[config.mk]
export PLATFORM = sky130hd
export DESIGN_NAME = i2s_tx_flat
export DESIGN_NICKNAME = d
export VERILOG_FILES = /design/src/rtl/i2s_tx_if.sv /design/src/rtl/i2s_tx.sv /design/src/flat_wrapper.sv
export SDC_FILE = /design/constraint.sdc
export NUM_CORES = 1
export LEC_CHECK = 0
export ABC_CLOCK_PERIOD_IN_PS = 11900
export CAP_MARGIN = 20
export CELL_PAD_IN_SITES_DETAIL_PLACEMENT = 0
export CELL_PAD_IN_SITES_GLOBAL_PLACEMENT = 2
export CORE_UTILIZATION = 27
export CTS_CLUSTER_DIAMETER = 80
export DETAILED_ROUTE_END_ITERATION = 7
export HOLD_SLACK_MARGIN = 0.06
export MAX_ROUTING_LAYER = met4
export PLACE_DENSITY = 0.62
export SLEW_MARGIN = 5
export SYNTH_ARGS = -nofsm -noshare
export SYNTH_HDL_FRONTEND = slang
export SYNTH_SLANG_ARGS = --single-unit
[constraint.sdc]
create_clock -name ACLK -period 11.9 [get_ports ACLK]
set_input_delay 3.57 -clock ACLK [delete_from_list [all_inputs] [get_ports ACLK]]
set_output_delay 3.57 -clock ACLK [all_outputs]
set_load 0.02 [all_outputs]
[src/rtl/i2s_tx_if.sv]
// Sample-pair handshake between the DSP chain and the I2S transmitter.
interface i2s_tx_if;
    logic [31:0] DIN_L;
    logic [31:0] DIN_R;
    logic        DIN_VALID;
    logic        DIN_READY;

    modport master (output DIN_L, output DIN_R, output DIN_VALID, input DIN_READY);
    modport slave  (input DIN_L, input DIN_R, input DIN_VALID, output DIN_READY);
endinterface

[src/rtl/i2s_tx.sv]
// Philips I2S transmitter, 64 BCLK per frame, 32 bits per channel, single ACLK domain.
// Optional build macro I2S_TX_HOLD_LAST_EN: repeat the last pair on underrun instead of silence.
module i2s_tx #(
    parameter int unsigned BCLK_DIV = 4
) (
    input  logic     ACLK,
    input  logic     ARESETN,
    i2s_tx_if.slave  din,
    output logic     BCLK,
    output logic     LRCLK,
    output logic     SDOUT,
    output logic     FRAME_SYNC,
    output logic     UNDERRUN
);
    localparam logic [7:0] DIV_LAST = 8'(BCLK_DIV - 1);

    logic [7:0]  div_cnt;
    logic [5:0]  bit_cnt;
    logic [5:0]  bit_nxt;
    logic [63:0] frame;
    logic [63:0] frame_nxt;
    logic [63:0] hold;
    logic [63:0] din_word;
    logic        hold_valid;
    logic        tc;
    logic        fall;
    logic        load;
    logic        accept;
    logic        underrun_now;

    assign tc       = (div_cnt == DIV_LAST);
    assign fall     = tc & BCLK;
    assign load     = fall & (bit_cnt == 6'd63);
    assign bit_nxt  = bit_cnt + 6'd1;
    assign din_word = {din.DIN_L, din.DIN_R};

    assign din.DIN_READY = ~hold_valid | load;
    assign accept        = din.DIN_VALID & din.DIN_READY;

    // Frame source at load: held pair first, then a same-cycle bypass, else underrun.
    always_comb begin
        frame_nxt    = frame;
        underrun_now = 1'b0;
        if (load) begin
            if (hold_valid) begin
                frame_nxt = hold;
            end else if (accept) begin
                frame_nxt = din_word;
            end else begin
                underrun_now = 1'b1;
`ifdef I2S_TX_HOLD_LAST_EN
                frame_nxt = frame;
`else
                frame_nxt = '0;
`endif
            end
        end
    end

    always_ff @(posedge ACLK or negedge ARESETN) begin
        if (!ARESETN) begin
            div_cnt    <= '0;
            bit_cnt    <= 6'd63;
            frame      <= '0;
            BCLK       <= 1'b1;
            LRCLK      <= 1'b0;
            SDOUT      <= 1'b0;
            FRAME_SYNC <= 1'b0;
            UNDERRUN   <= 1'b0;
        end else begin
            div_cnt    <= tc ? '0 : div_cnt + 8'd1;
            frame      <= frame_nxt;
            FRAME_SYNC <= load;
            UNDERRUN   <= underrun_now;
            if (tc) begin
                BCLK <= ~BCLK;
            end
            // Slot n carries W[63-n]; 63-n equals the bitwise inverse of a 6-bit n.
            if (fall) begin
                bit_cnt <= bit_nxt;
                SDOUT   <= frame_nxt[~bit_nxt];
                LRCLK   <= (bit_nxt >= 6'd31) && (bit_nxt <= 6'd62);
            end
        end
    end

    always_ff @(posedge ACLK or negedge ARESETN) begin
        if (!ARESETN) begin
            hold_valid <= 1'b0;
        end else if (load) begin
            hold_valid <= hold_valid & accept;
        end else if (accept) begin
            hold_valid <= 1'b1;
        end
    end

    // A bypassed pair goes straight to the frame and never touches the holding register.
    always_ff @(posedge ACLK) begin
        if (accept && !(load && !hold_valid)) begin
            hold <= din_word;
        end
    end
endmodule

[src/flat_wrapper.sv]
// flat-port wrapper written by rule: the top's interface ports become plain ports
module i2s_tx_flat 
#(
    parameter int unsigned BCLK_DIV = 4
)
  (ACLK, ARESETN, BCLK, LRCLK, SDOUT, FRAME_SYNC, UNDERRUN, din_DIN_L, din_DIN_R, din_DIN_VALID, din_DIN_READY);
  i2s_tx_if din_i ();
  input  logic ACLK;
  input  logic ARESETN;
  output logic BCLK;
  output logic LRCLK;
  output logic SDOUT;
  output logic FRAME_SYNC;
  output logic UNDERRUN;
  input wire logic [$bits(din_i.DIN_L)-1:0] din_DIN_L;
  input wire logic [$bits(din_i.DIN_R)-1:0] din_DIN_R;
  input wire logic [$bits(din_i.DIN_VALID)-1:0] din_DIN_VALID;
  output wire logic [$bits(din_i.DIN_READY)-1:0] din_DIN_READY;
  assign din_i.DIN_L = din_DIN_L;
  assign din_i.DIN_R = din_DIN_R;
  assign din_i.DIN_VALID = din_DIN_VALID;
  assign din_DIN_READY = din_i.DIN_READY;
  i2s_tx #(.BCLK_DIV(BCLK_DIV)) u_core (.ACLK(ACLK), .ARESETN(ARESETN), .din(din_i), .BCLK(BCLK), .LRCLK(LRCLK), .SDOUT(SDOUT), .FRAME_SYNC(FRAME_SYNC), .UNDERRUN(UNDERRUN));
endmodule
==> impl_metrics.csv <==
group,metric,value,unit
final_layout,final_layout_size_suffix_gt1_frac,0.135,
global_route,number_of_antenna_violations_at_the_first_check_in_global_routing,0,
global_route,grt_pass1_wl,26.1,mm
logic_synthesis,synth_area,6670,um2
power_and_ir_drop,leakage,0.00345,uW
sta,finalHoldViolCount,0,
logic_synthesis,syn_avg_cell_area,12.2,um2
floorplan,core-area,24200,um2
logic_synthesis,yosys_register_bits,148,
power_and_ir_drop,cellInternalPower,894,uW
logic_synthesis,synth-async-reset-ratio,0.568,
sta,period_minus_slack,6.74,ns
sta,timing.final.ws_setup,5.16,ns
worst_setup_path,crit_path_max_fanout,17,
detailed_routing,first_iter_violations,221,
power_and_ir_drop,power.combinational.fraction,0.030,
final_layout,final_net_count,674,
run_status,status,"complete, no violations",
logic_synthesis,netlist-cell-type-count,54,
global_route,globalRoute.totalOverflow,0,
logic_synthesis,yosys.area.top_type,"dfrtp_1",
global_route,first_global_vias,4549,
cts,clockBufferDepth,2,
worst_setup_path,criticalPathCategory,"flip-flop to output pin",
global_route,globalRouteTotalUtil,0.139,
worst_hold_path,classification_of_the_worst_slack_hold_path,"flip-flop to flip-flop",
final_layout,area.growth.synth_to_final,24.3,%
floorplan,placementRows,57,
detailed_routing,wl_per_cell,17.4,um
place,place.port_buffers,72,
global_route,maximum_number_of_pins_on_one_net_before_global_route_repair,112,
run,maxCapViolCount,0,
logic_synthesis,synth.area.top_cells,"dfrtp_1 (29%), edfxtp_1 (29%), a22oi_1 (6.0%), mux4_2 (5.4%), nand2_1 (4.1%)",
sta,final-setup-viol-count,0,
cts,holdBufCountCts,0,
detailed_routing,drt_pre_antenna_iters,5,
sta,grt_setup_unrepaired,"no",
detailed_routing,drtAntennaViolNets,0,
cts,worst_skew_pair.late_latency,0.42,ns
final_layout,finalCoreUtilization,0.342,
logic_synthesis,post_synth_edffs,64,
power_and_ir_drop,peakVddDrop,64.8,uV
floorplan,die_x,159,um
worst_hold_path,worstHoldPathCells,2,
place,worst_slack_placed,5.47,ns
floorplan,initial_core_util,0.275,
place,dp_hpwl,10.5,mm
logic_synthesis,synth_largest_type_area_fraction,0.289,
sta,fin_tns_setup,0,ns
cts,cts.sink_count,148,
cts,post_cts_resized,0,
floorplan,floorplan.die.height,159,um
logic_synthesis,yosys_most_used_dff,"dfrtp_1",
sta,timing_worst_slew_pin_value,1.03,ns
place,place_congestion,0.766,
power_and_ir_drop,power.net_switching,229,uW
sta,final_max_slew_viol_count,0,
power_and_ir_drop,share_clk_of_total_power,0.495,
final_layout,stdcell_area,8290,um2
logic_synthesis,syn_nets,616,
sta,min_period_over_period,0.566,
worst_setup_path,timing.reg2reg.worst_path_depth,10,
floorplan,design.die.area,25300,um2
cts,cts_setup_buffers,0,
cts,tritoncts,"built",
power_and_ir_drop,switching_share,0.204,
sta,achievable-frequency,148,MHz
sta,slew_headroom,0.309,
final_layout,layout.cells.most_common_list,"dfrtp_1 (76), nand2_1 (72), clkdlybuf4s50_1 (71)",
cts,ctsRootBufferMaster,"clkbuf_16",
logic_synthesis,netlist_instances,545,
place,post_dp_cell_area,7660,um2
cts,cts_buffers,17,
sta,final.setup_skew,0.00829,ns
worst_setup_path,startpoint_type,"flip-flop",
worst_setup_path,crit_required,8.33,ns
logic_synthesis,yosys_warnings,0,
power_and_ir_drop,power_density,135,nW/um2
power_and_ir_drop,power.sequential.fraction,0.475,
final_layout,num-fill-cells,2434,
cts,htreeDepth,4,
final_layout,insertedDiodeCount,0,
logic_synthesis,synth_seq_area_share,0.605,
detailed_routing,remaining_routing_drc_violations,0,
detailed_routing,postRouteWirelength,16.4,mm
floorplan,pin_count,73,
detailed_routing,routed_via_density,4.73,
detailed_routing,via_count,4449,
sta,fin_worst_hold_slack,0.466,ns
worst_setup_path,worst_ep_arrival_time,3.17,ns
worst_setup_path,end_kind,"output pin",
cts,clock_pin_slew_on_the_worst_setup_and_hold_paths,0.06,ns
final_layout,mostFrequentLayoutCell,"dfrtp_1",
==> area by class of cell <==
class | count | area [um2] | area share
sequential | 148 | 4030 | 0.487
multi-input combinational | 323 | 2330 | 0.281
timing repair buffer | 80 | 791 | 0.0954
clock buffer | 19 | 453 | 0.0546
tap | 324 | 405 | 0.0489
clock inverter | 13 | 155 | 0.0187
inverter | 33 | 125 | 0.0151
==> flip-flops by register name, summed over array words and instances (netlist names) <==
signal	flops
u_core.FRAME_SYNC	1
u_core.LRCLK	1
u_core.hold_valid	1
u_core.hold	64
u_core.BCLK	1
u_core.UNDERRUN	1
u_core.frame	64
u_core.div_cnt	8
u_core.SDOUT	1
u_core.bit_cnt	6
==> worst max-delay path: stages (launching register included) <==
cell	delay [ns]
dfstp_2	0.82
ha_1	0.33
nand3_1	0.23
or4_4	0.59
nand2_1	0.15
clkdlybuf4s50_1	0.63
==> through the flow <==
step / cells / power (uW)
global placement: 907 / 577
global route: 940 / 1160
CTS: 939 / 1140
finish: 940 / 1120
floorplan: 545 / 544
detailed placement: 907 / 577
==> power groups by stage <==
stage / clock, uW / sequential (uW) / combinational [uW]
after global placement: 0 / 544 / 33.2
after global routing: 590 / 533 / 36.6
final: 555 / 534 / 33.5
after CTS: 570 / 534 / 33.7
after detailed placement: 0 / 544 / 33.4
after floorplan: 0 / 544 / 0.221
==> cells by family (layout without fill, tap and decap cells) <==
kind of cell / after synthesis / in the layout / synth area share
and+or+nand+nor: 119 / 119 / 0.0812
AOI/OAI and AO/OA: 149 / 149 / 0.151
adders and majority gates: 5 / 5 / 0.00901
buffers and inverters: 74 / 145 / 0.0477
xor gates and xnor gates: 19 / 19 / 0.0250
muxes: 31 / 31 / 0.0812
DFF: 148 / 148 / 0.605
==> synthesized netlist by cell type, drive strengths merged, types with 2 or more instances <==
cell type,number
a2111o,2
a21oi,6
a22o,12
a22oi,53
a311oi,4
a31oi,2
and2,2
and3,3
buf,14
clkbuf,27
dfrtp,77
dfstp,7
edfxtp,64
ha,4
inv,32
mux2,12
mux2i,2
mux4,17
nand2,72
nand3,6
nand4,3
nor2,14
nor2b,3
nor3,7
nor4b,2
o2111ai,2
o211ai,4
o21ai,54
or4,2
xnor2,10
xor2,9
==> path summary, 6_finish.rpt <==
path,from,to,slack (ns)
setup / recovery,u_core.bit_cnt[0]$_DFFE_PN1P_,din_DIN_READY,5.16
max in group asynchronous,ARESETN,u_core.bit_cnt[1]$_DFFE_PN1P_,7.88
min in group asynchronous,ARESETN,u_core.frame[8]$_DFF_PN0_,2.96
hold reg to reg,u_core.frame[49]$_DFF_PN0_,u_core.frame[49]$_DFF_PN0_,0.47
hold / removal,u_core.frame[49]$_DFF_PN0_,u_core.frame[49]$_DFF_PN0_,0.47
setup reg to reg,u_core.bit_cnt[0]$_DFFE_PN1P_,u_core.SDOUT$_DFFE_PN0P_,7.57
==> per-layer routing <==
metal | vias to the layer above | share of wire | GRT usage
met1 | 2223 | 0.48 | 0.188
li1 | 2125 | - | -
met5 | - | 0 | -
met3 | 14 | 0.034 | 0.0302
met4 | 0 | 0.011 | 0.0433
met2 | 87 | 0.47 | 0.208
No activity file was read; power rests on OpenSTA's default activity.
